**src/rtl/mem_port_arbiter_if.sv**
```systemverilog
// Bus bundle between the fetch/load-store requesters, the shared memory port and the arbiter.
// The arbiter connects through the slave modport; the requesters and memory model use master.
interface mem_port_arbiter_if #(
    parameter int XLEN = 32
);
    logic                if_req;
    logic [XLEN-1:0]     if_addr;
    logic                if_done;
    logic [XLEN-1:0]     if_rdata;
    logic                ls_req;
    logic                ls_we;
    logic [XLEN-1:0]     ls_addr;
    logic [XLEN-1:0]     ls_wdata;
    logic [XLEN/8-1:0]   ls_wstrb;
    logic                ls_done;
    logic [XLEN-1:0]     ls_rdata;
    logic [XLEN-1:0]     port_addr;
    logic                port_we;
    logic [XLEN-1:0]     port_wdata;
    logic [XLEN/8-1:0]   port_wstrb;
    logic [XLEN-1:0]     port_rdata;
    logic                busy;

    modport slave (
        input  if_req, if_addr, ls_req, ls_we, ls_addr, ls_wdata, ls_wstrb, port_rdata,
        output if_done, if_rdata, ls_done, ls_rdata,
               port_addr, port_we, port_wdata, port_wstrb, busy
    );

    modport master (
        output if_req, if_addr, ls_req, ls_we, ls_addr, ls_wdata, ls_wstrb, port_rdata,
        input  if_done, if_rdata, ls_done, ls_rdata,
               port_addr, port_we, port_wdata, port_wstrb, busy
    );
endinterface

```
**src/rtl/mem_port_arbiter.sv**
```systemverilog
// Shares one fixed-latency memory port between instruction fetch and load/store.
// Loads win over fetches; stores finish in the grant cycle, reads hold the latched address until done.
module mem_port_arbiter #(
    parameter int XLEN         = 32,
    parameter int READ_LATENCY = 1
) (
    input  logic               clock,
    input  logic               reset,
    mem_port_arbiter_if.slave  bus
);
    typedef enum logic [1:0] {
        IDLE  = 2'd0,
        RD_IF = 2'd1,
        RD_LS = 2'd2
    } state_t;

    localparam logic [3:0] CNT_INIT = 4'(READ_LATENCY - 1);

    state_t            state_reg;
    logic [3:0]        cnt_reg;
    logic [XLEN-1:0]   addr_reg;
    logic [XLEN-1:0]   if_rdata_reg;
    logic [XLEN-1:0]   ls_rdata_reg;

    always_ff @(posedge clock) begin
        if (reset) begin
            state_reg    <= IDLE;
            cnt_reg      <= 4'd0;
            addr_reg     <= '0;
            if_rdata_reg <= '0;
            ls_rdata_reg <= '0;
        end else begin
            case (state_reg)
                IDLE: begin
                    // A store completes in place, so only loads and fetches leave IDLE.
                    if (bus.ls_req && !bus.ls_we) begin
                        state_reg <= RD_LS;
                        cnt_reg   <= CNT_INIT;
                        addr_reg  <= bus.ls_addr;
                    end else if (!bus.ls_req && bus.if_req) begin
                        state_reg <= RD_IF;
                        cnt_reg   <= CNT_INIT;
                        addr_reg  <= bus.if_addr;
                    end
                end
                RD_IF: begin
                    if (cnt_reg != 4'd0) begin
                        cnt_reg <= cnt_reg - 4'd1;
                    end else begin
                        if_rdata_reg <= bus.port_rdata;
                        state_reg    <= IDLE;
                    end
                end
                RD_LS: begin
                    if (cnt_reg != 4'd0) begin
                        cnt_reg <= cnt_reg - 4'd1;
                    end else begin
                        ls_rdata_reg <= bus.port_rdata;
                        state_reg    <= IDLE;
                    end
                end
                default: state_reg <= IDLE;
            endcase
        end
    end

    always_comb begin
        bus.port_addr  = '0;
        bus.port_we    = 1'b0;
        bus.port_wdata = '0;
        bus.port_wstrb = '0;
        bus.busy       = 1'b0;
        bus.if_done    = 1'b0;
        bus.ls_done    = 1'b0;
        bus.if_rdata   = if_rdata_reg;
        bus.ls_rdata   = ls_rdata_reg;
        case (state_reg)
            IDLE: begin
                if (bus.ls_req) begin
                    bus.port_addr = bus.ls_addr;
                    if (bus.ls_we) begin
                        bus.port_we    = 1'b1;
                        bus.port_wdata = bus.ls_wdata;
                        bus.port_wstrb = bus.ls_wstrb;
                        bus.ls_done    = 1'b1;
                    end
                end else if (bus.if_req) begin
                    bus.port_addr = bus.if_addr;
                end
            end
            RD_IF: begin
                bus.port_addr = addr_reg;
                bus.busy      = 1'b1;
                if (cnt_reg == 4'd0) begin
                    bus.if_done  = 1'b1;
                    bus.if_rdata = bus.port_rdata;
                end
            end
            RD_LS: begin
                bus.port_addr = addr_reg;
                bus.busy      = 1'b1;
                if (cnt_reg == 4'd0) begin
                    bus.ls_done  = 1'b1;
                    bus.ls_rdata = bus.port_rdata;
                end
            end
            default: begin
                bus.port_addr = '0;
            end
        endcase
    end
endmodule

```
**src/flat_wrapper.sv**
```systemverilog
// flat-port wrapper written by rule: the top's interface ports become plain ports
module mem_port_arbiter_flat 
#(
    parameter int XLEN         = 32,
    parameter int READ_LATENCY = 1
)
  (clock, reset, bus_if_req, bus_if_addr, bus_ls_req, bus_ls_we, bus_ls_addr, bus_ls_wdata, bus_ls_wstrb, bus_port_rdata, bus_if_done, bus_if_rdata, bus_ls_done, bus_ls_rdata, bus_port_addr, bus_port_we, bus_port_wdata, bus_port_wstrb, bus_busy);
  mem_port_arbiter_if #(.XLEN(XLEN)) bus_i ();
  input  logic clock;
  input  logic reset;
  input wire logic [$bits(bus_i.if_req)-1:0] bus_if_req;
  input wire logic [$bits(bus_i.if_addr)-1:0] bus_if_addr;
  input wire logic [$bits(bus_i.ls_req)-1:0] bus_ls_req;
  input wire logic [$bits(bus_i.ls_we)-1:0] bus_ls_we;
  input wire logic [$bits(bus_i.ls_addr)-1:0] bus_ls_addr;
  input wire logic [$bits(bus_i.ls_wdata)-1:0] bus_ls_wdata;
  input wire logic [$bits(bus_i.ls_wstrb)-1:0] bus_ls_wstrb;
  input wire logic [$bits(bus_i.port_rdata)-1:0] bus_port_rdata;
  output wire logic [$bits(bus_i.if_done)-1:0] bus_if_done;
  output wire logic [$bits(bus_i.if_rdata)-1:0] bus_if_rdata;
  output wire logic [$bits(bus_i.ls_done)-1:0] bus_ls_done;
  output wire logic [$bits(bus_i.ls_rdata)-1:0] bus_ls_rdata;
  output wire logic [$bits(bus_i.port_addr)-1:0] bus_port_addr;
  output wire logic [$bits(bus_i.port_we)-1:0] bus_port_we;
  output wire logic [$bits(bus_i.port_wdata)-1:0] bus_port_wdata;
  output wire logic [$bits(bus_i.port_wstrb)-1:0] bus_port_wstrb;
  output wire logic [$bits(bus_i.busy)-1:0] bus_busy;
  assign bus_i.if_req = bus_if_req;
  assign bus_i.if_addr = bus_if_addr;
  assign bus_i.ls_req = bus_ls_req;
  assign bus_i.ls_we = bus_ls_we;
  assign bus_i.ls_addr = bus_ls_addr;
  assign bus_i.ls_wdata = bus_ls_wdata;
  assign bus_i.ls_wstrb = bus_ls_wstrb;
  assign bus_i.port_rdata = bus_port_rdata;
  assign bus_if_done = bus_i.if_done;
  assign bus_if_rdata = bus_i.if_rdata;
  assign bus_ls_done = bus_i.ls_done;
  assign bus_ls_rdata = bus_i.ls_rdata;
  assign bus_port_addr = bus_i.port_addr;
  assign bus_port_we = bus_i.port_we;
  assign bus_port_wdata = bus_i.port_wdata;
  assign bus_port_wstrb = bus_i.port_wstrb;
  assign bus_busy = bus_i.busy;
  mem_port_arbiter #(.XLEN(XLEN), .READ_LATENCY(READ_LATENCY)) u_core (.clock(clock), .reset(reset), .bus(bus_i));
endmodule
```
**config.mk**
```make
export PLATFORM = sky130hd
export DESIGN_NAME = mem_port_arbiter_flat
export DESIGN_NICKNAME = d
export VERILOG_FILES = /design/src/rtl/mem_port_arbiter_if.sv /design/src/rtl/mem_port_arbiter.sv /design/src/flat_wrapper.sv
export SDC_FILE = /design/constraint.sdc
export NUM_CORES = 1
export LEC_CHECK = 0
export CAP_MARGIN = 20
export CORE_UTILIZATION = 37
export CTS_CLUSTER_SIZE = 40
export DETAILED_ROUTE_END_ITERATION = 7
export PLACE_DENSITY = 0.79
export SETUP_SLACK_MARGIN = 0.3
export SLEW_MARGIN = 20
export SYNTH_ARGS = -nofsm -noshare
export SYNTH_HDL_FRONTEND = slang
export SYNTH_SLANG_ARGS = --single-unit
```
**constraint.sdc**
```tcl
create_clock -name clock -period 1.55 [get_ports clock]
set_input_delay 0.155 -clock clock [delete_from_list [all_inputs] [get_ports clock]]
set_output_delay 0.155 -clock clock [all_outputs]
set_load 0.1 [all_outputs]
```
# Word level (Yosys, flattened, before mapping)
# Cells that the tools add are included.
# word_totals
wordCells,57
inputBits,137
output_inout_bits,136
reg_bits,102
# op_classes
n_eq_ne,5
reduce_logical,15
add_sub_neg,1
mux,30
n_bitwise,1
# ops
operator,count
two-way mux 32 bit,11
case mux 32 bit (2 select lines),1
two-way mux 4 bit,6
case mux 4 bit (2 select lines),1
AND reduction 2 bit,4
two-way mux 1 bit,6
two-way mux 2 bit,3
zero test 4 bit,1
case mux 2 bit (2 select lines),1
nonzero test 2 bit,2
nonzero test 4 bit,1
subtractor 4 x 1 -> 4 bit (second input constant),1
inequality test 3 x 1 -> 1 bit (second input constant),1
AND reduction 3 bit,1
== test 2 x 1 -> 1 bit (second input constant),1
== test 2 bit (second input constant),1
logical AND 1 bit,2
zero test 1 bit,2
zero test 2 bit,1
inequality test 2 x 1 -> 1 bit (second input constant),1
inequality test 2 bit (second input constant),1
case mux 1 bit (2 select lines),1
OR reduction 2 bit,1
inverter 1 bit,1

# Longest topological paths before layout
# Gate-level depths: netlist of run 1.
# depth
word_depth,5
depth_mapped,8
mapped_depth_nobuf,6

# Least setup slack after synthesis of run 1
# Ideal clock, no wire load.
# synth_path
path_kind,reg2out
startpoint,register u_core.state_reg[0]
endpoint,output port bus_port_addr[12]
slack_ns,-1.957
path_buffers,2
arrival_ns,3.352
path_stages_with_launch,7
required_ns,1.395
cell_sequence,dfxtp_1 > inv_1 > ha_1 > clkbuf_1 > buf_1 > a22oi_1 > nor2_1
# synth_between
elab_chain_len,3
word_cells_on_any_way,5
cone_classes,eq/ne: 2; mux: 1; reduce/logical: 2
# synth_rtl
element,line,rtl
from (decl),mem_port_arbiter.sv:19,state_t state_reg;
from (signal assigned),mem_port_arbiter.sv:27,state_reg <= IDLE;
from (signal assigned),mem_port_arbiter.sv:37,state_reg <= RD_LS;
from (signal assigned),mem_port_arbiter.sv:41,state_reg <= RD_IF;
== test 2 x 1 -> 1 bit or == test 2 bit (tied branches),mem_port_arbiter.sv:77,case (state_reg)
OR reduction 2 bit (no line),n/a,
case mux 32 bit (2 select lines) *,mem_port_arbiter.sv:77,
to (decl),flat_wrapper.sv:23,output wire logic [$bits(bus_i.port_addr)-1:0] bus_port_addr;
# Every way passes the cells marked *; elsewhere a longest branch is shown, timed or not.

# Worst setup path in the final report of run 1
# layout_path
startpoint,register u_core.cnt_reg[1]
endpoint,output port bus_ls_rdata[11]
# layout_between
elab_chain_len,3
# layout_rtl
element,line,rtl
from (decl),mem_port_arbiter.sv:20,logic [3:0] cnt_reg;
from (signal assigned),mem_port_arbiter.sv:48,cnt_reg <= cnt_reg - 4'd1;
from (signal assigned),mem_port_arbiter.sv:56,cnt_reg <= cnt_reg - 4'd1;
zero test 4 bit,mem_port_arbiter.sv:102,if (cnt_reg == 4'd0) begin
two-way mux 32 bit,mem_port_arbiter.sv:102,
two-way mux 32 bit,mem_port_arbiter.sv:77,
to (decl),flat_wrapper.sv:22,output wire logic [$bits(bus_i.ls_rdata)-1:0] bus_ls_rdata;
# Every way passes these cells.

==> metrics.txt, run 1 <==
CP Data Arrival Time 2060 ps; FF/Latch Area 0.002049 mm^2; area of the multi-input gates 0.004248 mm^2; pre-CTS WS -392.5 ps; CP Class flip-flop to primary output; CTS root buf clkbuf_16; syn nets 706; detailed-route via count 5928; Critical Path Stages 7; Nets 1031; clock buffer depth 2; Worst Path Required 1390 ps; Total GRT Usage 0.3077; vias per cell 5.504; Bufs and invs on worst path 3; Synth Area in Adders 0.01555; DPL Wire Length 14830 um; total gr overflow 0; Die W 125.4 um; final hold vios 0; worst-path cell chain inv_2 -> ha_4 -> nor3b_4 -> and2_4 -> buf_12 -> mux2_4 -> buf_12; Residual DRC 19; TNS Setup -90650 ps; Max H-tree Level 3; slowest stage delay, CP 360 ps; Hold Path Depth 3; initial antenna violation count 1; Clk network pwr share 0.115; fillers 649; core footprint 0.01470 mm^2; failing checks DRC, setup timing; total iterations of the first detailed-routing run 7; slowest CP cell mux2_4; Logic pwr share 0.735; Cell Int Power 0.01147 W; Worst setup EP type primary output; worst-path fanout max 23; final WL 25950 um; Avg WL per Cell 24.09 um; Max Clock Skew 10.46 ps; register bit total from synthesis 102; Ys Warns 0; maxcap violations 0; Final setup violation count 238; routability cong. 0.8384; CTS sink cnt 102; Compound-Gate Fraction of Synth Area 0.1519; Leak Pwr 5.044 nW; Peak VDD IR 1.374 mV; multiplexer share of the synthesized area 0.2235; # IOs 273; Setup WS post-layout -665.4 ps; vias in the first global route 6334; max-slew violations 0; share of power burned in registers 0.150; RSZ-0062 raised after global routing yes; Syn-to-layout area delta 121.4%; share of cells above drive strength 1 0.6188; P per Cell Area 1786 mW/mm^2; Netlist Area Pre-Place 0.005633 mm^2; Switch Pwr 0.01081 W; crit share post-route 1.429; CTS buffer count 9; R2R cell count 9; TritonCTS clock tree built; CP Launch Type flip-flop; slew at the pin closest to its max-slew limit 353.9 ps; Pwr Total 0.02228 W; die area 0.01572 mm^2; Worst slew margin 0.7638; switching share of power 0.4852; most used cell, CP buf_12; Starting Density 0.3832; clk slew on worst S/H paths 70 ps; DRT iter0 DRCs 420; status complete, but fails checks; Final Util 0.8484; Synth Area in XOR/XNOR 0; main combinational cell family by area after synthesis multiplexers; Max Clock Freq 451.4 MHz; Hold-fix buffers, CTS 0; syn avg cell area 10.02 um^2; cell row count 44; global-route wire length before repair 37260 um; post-synth cell types 37; Clock Latency Late Sink 360 ps; remaining antenna violation count 0; Crit path max-delay family buffers and inverters; Die Ht 125.4 um; register area share after synthesis 0.3625; simple-gate portion of the synthesized area 0.1788; Cells after Synth 562; post-layout min period 2215 ps; hold crit path type input port to flip-flop; pin count of the biggest net entering global routing 59; PortBufs 272
[worst register-to-register path, cell delays in order (launching register included)]
cell	delay, ps
dfxtp_2	330
inv_2	70
ha_4	130
nor3b_4	210
and2_4	220
buf_12	130
buf_12	120
mux2_4	320
buf_6	120
and2_4	120
[repair_timing]
| item | CTS | global route |
|---|---|---|
| pin swaps | 45 | 42 |
| gates resized for setup | 110 | 97 |
| setup endpoints to repair | 238 | 238 |
| buffers inserted | 21 | 14 |
| gates cloned | 15 | 4 |
[power by group through the flow]
stage / Sequential [W] / Combinational, W / Clock (W)
3_5_place_dp: 0.00332 / 0.0137 / 0
5_1_grt: 0.00337 / 0.0167 / 0.00269
2_1_floorplan: 0.00326 / 0.00914 / 0
4_1_cts: 0.00329 / 0.0154 / 0.00255
6_report: 0.00335 / 0.0164 / 0.00256
3_3_place_gp: 0.00328 / 0.0135 / 0
[stage by stage]
step           std cells  hold slack (ps)  instance area [um^2]
6_report            1077            526.5                 12470
5_1_grt             1077            533.7                 12470
4_1_cts             1058            473.4                 11950
3_5_place_dp        1006            488.2                 10540
3_3_place_gp        1006            471.3                 10540
2_1_floorplan        562            388.7                  6193
[final timing paths]
| path | slack (ps) | endpoint | startpoint |
|---|---|---|---|
| setup / recovery | -670 | bus_ls_rdata[11] | u_core.cnt_reg[1] |
| hold / removal | 530 | u_core.addr_reg[28] | bus_if_addr[28] |
| setup reg to reg | -320 | u_core.ls_rdata_reg[26] | u_core.cnt_reg[1] |
| hold reg to reg | 530 | u_core.addr_reg[28] | u_core.addr_reg[28] |
[cells by family (layout without fill, tap and decap cells)]
family,after synthesis,after routing
AOI/OAI and AO/OA,111,111
DFF,102,102
adders and majority gates,7,7
buffers and inverters,59,389
muxes,96,96
other,0,1
and+or+nand+nor,187,187
[layout by cell type (no fill, tap or decap), drive strengths merged, types with 3 or more instances in the layout]
cell / synthesis / layout
nor2: 65 / 65
a21oi: 5 / 5
clkdlybuf4s50: 0 / 136
inv: 6 / 8
a211oi: 33 / 33
clkbuf: 29 / 14
and2: 103 / 103
mux2: 64 / 64
nand2: 3 / 3
dfxtp: 102 / 102
ha: 7 / 7
buf: 24 / 228
a22o: 31 / 31
o21ai: 4 / 4
nand2b: 3 / 3
mux2i: 32 / 32
a22oi: 32 / 32
[layout make-up]
type	count	area share
antenna	1	0.0002007
clock buffer	11	0.01946
clock inverter	5	0.007124
inverter	6	0.002207
multi-input combinational	401	0.3406
sequential	102	0.1643
tap	184	0.01846
timing repair buffer	367	0.4476
[per-layer routing]
metal / routed length (um) / GRT usage / vias up
met4: 857 / 0.1083 / 0
met5: 0 / 0 / -
li1: - / - / 2640
met3: 1738 / 0.08686 / 60
met1: 9951 / 0.3360 / 2935
met2: 13400 / 0.5662 / 293
[cell usage after synthesis (all sizes together)]
cell type	instances	area share
buf	24	0.044
a21oi	5	0.0044
or3	1	0.0011
nand2b	3	0.0033
nor2b	2	0.0022
ha	7	0.016
nand3	1	0.00089
inv	6	0.0040
nor3	1	0.00089
nand2	3	0.0020
a21o	2	0.0027
dfxtp	102	0.36
or2	1	0.0011
a22oi	32	0.043
a32o	1	0.0018
o21a	1	0.0013
mux2	64	0.17
nor2	65	0.043
mux2i	32	0.057
o21ai	4	0.0036
a22o	31	0.048
a311oi	1	0.0016
and2	103	0.11
and3	2	0.0022
clkbuf	29	0.019
a211oi	33	0.044
a41o	1	0.0018
nand4	2	0.0022
nor3b	2	0.0036
nand4b	1	0.0016
Power figures use the tool's default switching activity.
==> inputs of run 2 (changes only) <==
--- a/config.mk
+++ b/config.mk
@@ -8,5 +8,8 @@
 export CAP_MARGIN = 20
-export CORE_UTILIZATION = 37
+export CELL_PAD_IN_SITES_DETAIL_PLACEMENT = 0
+export CELL_PAD_IN_SITES_GLOBAL_PLACEMENT = 1
+export CORE_UTILIZATION = 27
 export CTS_CLUSTER_SIZE = 40
 export DETAILED_ROUTE_END_ITERATION = 7
+export GPL_ROUTABILITY_DRIVEN = 1
 export PLACE_DENSITY = 0.79
--- a/constraint.sdc
+++ b/constraint.sdc
@@ -3,2 +3,2 @@
 set_output_delay 0.155 -clock clock [all_outputs]
-set_load 0.1 [all_outputs]
+set_load 0.005 [all_outputs]
==> metrics.txt, run 2 (synthesized netlist as in run 1, its figures left out) <==
share of power burned in registers 0.223; maxcap violations 0; TNS Setup -106600 ps; status complete, but fails checks; Worst Path Required 1390 ps; Clock Latency Late Sink 350 ps; vias in the first global route 5733; global-route wire length before repair 32380 um; slew at the pin closest to its max-slew limit 300.6 ps; r2r setup slk -610 ps; Worst setup EP type primary output; most common cell after layout, fill and taps aside buf_6; P per Cell Area 1265 mW/mm^2; Final setup violation count 238; area of the multi-input gates 0.003894 mm^2; vias per cell 4.613; cell row count 52; Worst slew margin 0.7938; post-layout min period 2315 ps; pin count of the biggest net entering global routing 65; total gr overflow 0; worst flop-to-flop path startpoint u_core.cnt_reg[1]; Cell Int Power 0.01014 W; initial antenna violation count 0; share of cells above drive strength 1 0.5926; core footprint 0.02036 mm^2; RSZ-0062 raised after global routing yes; Max Clock Freq 432.0 MHz; DPL Wire Length 13300 um; final WL 21850 um; worst-path fanout max 5; CTS sink cnt 102; Setup WS post-layout -764.7 ps; detailed-route via count 5752; Peak VDD IR 0.7408 mV; final hold vios 0; DRT iter0 DRCs 201; Leak Pwr 5.111 nW; CTS buffer count 9; PortBufs 272; Hold Slack 471.7 ps; hold crit path type input port to flip-flop; CTS root buf clkbuf_16; Syn-to-layout area delta 108.0%; Logic pwr share 0.621; # diodes 0; routability cong. 0.7920; Worst Hold Launch bus_if_addr[1]; Avg WL per Cell 17.52 um; remaining antenna violation count 0; worst setup path start u_core.cnt_reg[1]; clk slew on worst S/H paths 80 ps; TritonCTS clock tree built; FF-to-FF End u_core.ls_rdata_reg[15]; Hold-fix buffers, CTS 0; max-slew violations 0; Hold Path Sink u_core.addr_reg[1]; Max H-tree Level 3; clock buffer depth 2; switching share of power 0.3158; Final Util 0.5754; Nets 1116; CP Class flip-flop to primary output; Starting Density 0.2766; Switch Pwr 0.004681 W; CP Launch Type flip-flop; crit share post-route 1.493; Clk network pwr share 0.156; CP Data Arrival Time 2160 ps; pre-CTS WS -663.3 ps; FF/Latch Area 0.002047 mm^2; Max Clock Skew 6.557 ps; Hold Path Depth 3; # IOs 273; commonest non-fill, non-tap cells in the layout 185 x buf_6, 135 x clkdlybuf4s50_1, 98 x dfxtp_1; Total GRT Usage 0.1914; fillers 1696; Die W 146.4 um; Die Ht 146.4 um; total iterations of the first detailed-routing run 4; R2R cell count 12; die area 0.02144 mm^2; failing checks setup timing; Residual DRC 0
run 2: final cells by class:
| cell class | instances | share of cell area |
|---|---|---|
| multi-input cells | 401 | 0.3323 |
| clock buffers | 10 | 0.02040 |
| flip-flops and latches | 102 | 0.1747 |
| inverters | 6 | 0.002349 |
| repair buffers | 452 | 0.4361 |
| well taps | 270 | 0.02883 |
| clock inverters | 6 | 0.005339 |
run 2: worst max-delay path by stage:
stage	to	depth (start not counted)	slack, ps
after floorplan	u_core.ls_rdata_reg[14]	8	-140
after global placement	bus_port_addr[23]	7	-680
after detailed placement	bus_port_addr[23]	7	-660
after CTS	bus_if_rdata[27]	10	-770
after global routing	bus_ls_rdata[15]	10	-870
final	bus_ls_rdata[15]	10	-760
run 2: timing repair:
| item | CTS | global route |
|---|---|---|
| buffers inserted | 65 | 35 |
| resized for setup | 737 | 144 |
| gates cloned | 15 | 1 |
| setup endpoints to repair | 238 | 238 |
| pin swaps | 67 | 37 |
run 2: power groups by stage:
stage               clock [W]  sequential (W)  combinational [W]
CTS                   0.00239         0.00328            0.00813
global route          0.00250         0.00334            0.00972
finish                0.00232         0.00330            0.00920
floorplan                   0         0.00328            0.00329
global placement            0         0.00331            0.00607
detailed placement          0         0.00333            0.00609
run 2: metrics by stage:
step	cell area, um^2	instances	total power, W
5_1_grt	11720	1247	0.01557
3_3_place_gp	9313	1115	0.009386
6_report	11720	1247	0.01482
2_1_floorplan	6003	562	0.006566
3_5_place_dp	9313	1115	0.009416
4_1_cts	10900	1211	0.01380
run 2: layer usage:
metal / vias to the layer above / part of all wire / GRT usage
met3: 21 / 0.057 / 0.03781
met1: 2713 / 0.45 / 0.2574
met2: 218 / 0.48 / 0.3138
met4: 0 / 0.014 / 0.04375
met5: - / 0 / 0
li1: 2800 / - / -
run 2: critical path: stages (launching register included):
cell and delay (ps):
dfxtp_2 330, inv_2 80, ha_4 120, nor3b_4 190, and2_4 210, buf_12 120, buf_12 100, buf_6 100
buf_16 120, mux2_4 330, buf_6 120
==> inputs of run 3 (changes only) <==
- CELL_PAD_IN_SITES_DETAIL_PLACEMENT: 0 -> 1
- CELL_PAD_IN_SITES_GLOBAL_PLACEMENT: 1 -> 2
- CORE_UTILIZATION: 27 -> 21
- PLACE_DENSITY: 0.79 -> 0.78
==> metrics.txt, run 3 (synthesized netlist as in run 1, its figures left out) <==
status complete, but fails checks; failing checks DRC, setup timing; Max Clock Skew 9.552 ps; detailed-route via count 5823; total iterations of the first detailed-routing run 6; post-layout min period 2270 ps; Die W 165.8 um; Nets 1114; dpl cell area 0.009349 mm^2; # IOs 273; maxcap violations 0; Starting Density 0.2149; CP Launch Type flip-flop; cell row count 59; Worst Path Required 1390 ps; CTS root buf clkbuf_16; Die Ht 165.8 um; Worst slew margin 0.7907; hold crit path type input port to flip-flop; crit share post-route 1.465; final hold vios 0; Hold Slack 471.1 ps; routability cong. 0.7428; pin count of the biggest net entering global routing 65; vias per cell 4.445; CTS sink cnt 102; DPL Wire Length 15460 um; most common cell after layout, fill and taps aside buf_6; Syn-to-layout area delta 109.8%; Final Util 0.4509; Final setup violation count 238; CTS buffer count 9; worst-path fanout max 7; CP Class flip-flop to primary output; final WL 25120 um; Hold-fix buffers, CTS 0; CP Data Arrival Time 2120 ps; global-route wire length before repair 37230 um; Total GRT Usage 0.1735; RSZ-0062 raised after global routing yes; Setup WS post-layout -720.4 ps; TNS Setup -101390 ps; P per Cell Area 1280 mW/mm^2; TritonCTS clock tree built; commonest non-fill, non-tap cells in the layout 195 x buf_6, 135 x clkdlybuf4s50_1, 98 x and2_4, 98 x dfxtp_1, 64 x mux2_4; # diodes 0; remaining antenna violation count 0; Avg WL per Cell 19.17 um; Peak VDD IR 0.6046 mV; Clock Latency Late Sink 360 ps; core footprint 0.02621 mm^2; Residual DRC 21; max-slew violations 0; Worst setup EP type primary output; slew at the pin closest to its max-slew limit 305.3 ps; clock buffer depth 2; vias in the first global route 6208; DRT iter0 DRCs 216; Max H-tree Level 3; total gr overflow 0; initial antenna violation count 0; share of cells above drive strength 1 0.6072; die area 0.02748 mm^2; post-layout instance area 0.01182 mm^2; Max Clock Freq 440.5 MHz; PortBufs 272; Leak Pwr 5.116 nW; clk slew on worst S/H paths 80 ps
run 3: changes by cell type in the layout (fill, tap and decap cells not counted), moves of 3 or more:
cell	previous run	this run
buf_4	42	31
nor2_2	9	16
a211oi_2	18	25
nor2_4	3	0
buf_12	32	29
nor2_1	53	49
buf_6	185	195
a211oi_1	15	8
run 3: final cells by class:
type	count	area (um^2)
fill	2811	14390
timing repair buffer	450	5090
multi-input combinational	401	3928
sequential	102	2049
tap	335	419.2
clock buffer	10	239.0
clock inverter	6	63.81
inverter	6	27.53
run 3: routing by layer:
metal  global-route usage  routed length, um
met5                    0                  0
met4              0.03738                240
met3              0.04004               1390
met2               0.2948              12430
met1               0.2229              11060
run 3: power breakdown:
| group | internal, W | switching [W] |
|---|---|---|
| combinational | 0.00596 | 0.00347 |
| sequential | 0.00306 | 0.000242 |
| clock | 0.00118 | 0.00121 |
| total | 0.0102 | 0.00492 |
run 3: worst paths after layout:
kind                             from                 endpoint  slack [ps]  cells past startpoint
setup reg to reg    u_core.cnt_reg[1]  u_core.ls_rdata_reg[14]        -520                     11
setup / recovery    u_core.cnt_reg[1]         bus_if_rdata[31]        -720                      9
hold / removal        bus_if_addr[12]      u_core.addr_reg[12]         470                      3
hold reg to reg   u_core.addr_reg[12]      u_core.addr_reg[12]         520                      2
run 3: worst max-delay path: stages, from the launching register on:
cell	delay, ps
dfxtp_2	330
inv_2	70
ha_4	130
nor3b_4	210
and2_4	250
buf_12	120
buf_12	120
buf_6	100
mux2_4	310
buf_6	120
run 3: timing repair:
item                       CTS  global route
buffers inserted            72            33
resized for setup          763           148
pin swaps                   61            47
cloned                      14             1
setup endpoints to repair  238           238
run 3: stage by stage:
step	instances	total power (W)	worst slack, ps
6_report	1310	0.01513	-720.4
5_1_grt	1310	0.01589	-804.7
4_1_cts	1276	0.01426	-703.8
3_5_place_dp	1174	0.009498	-660.9
3_3_place_gp	1174	0.009424	-697.7
2_1_floorplan	562	0.006566	-140.4
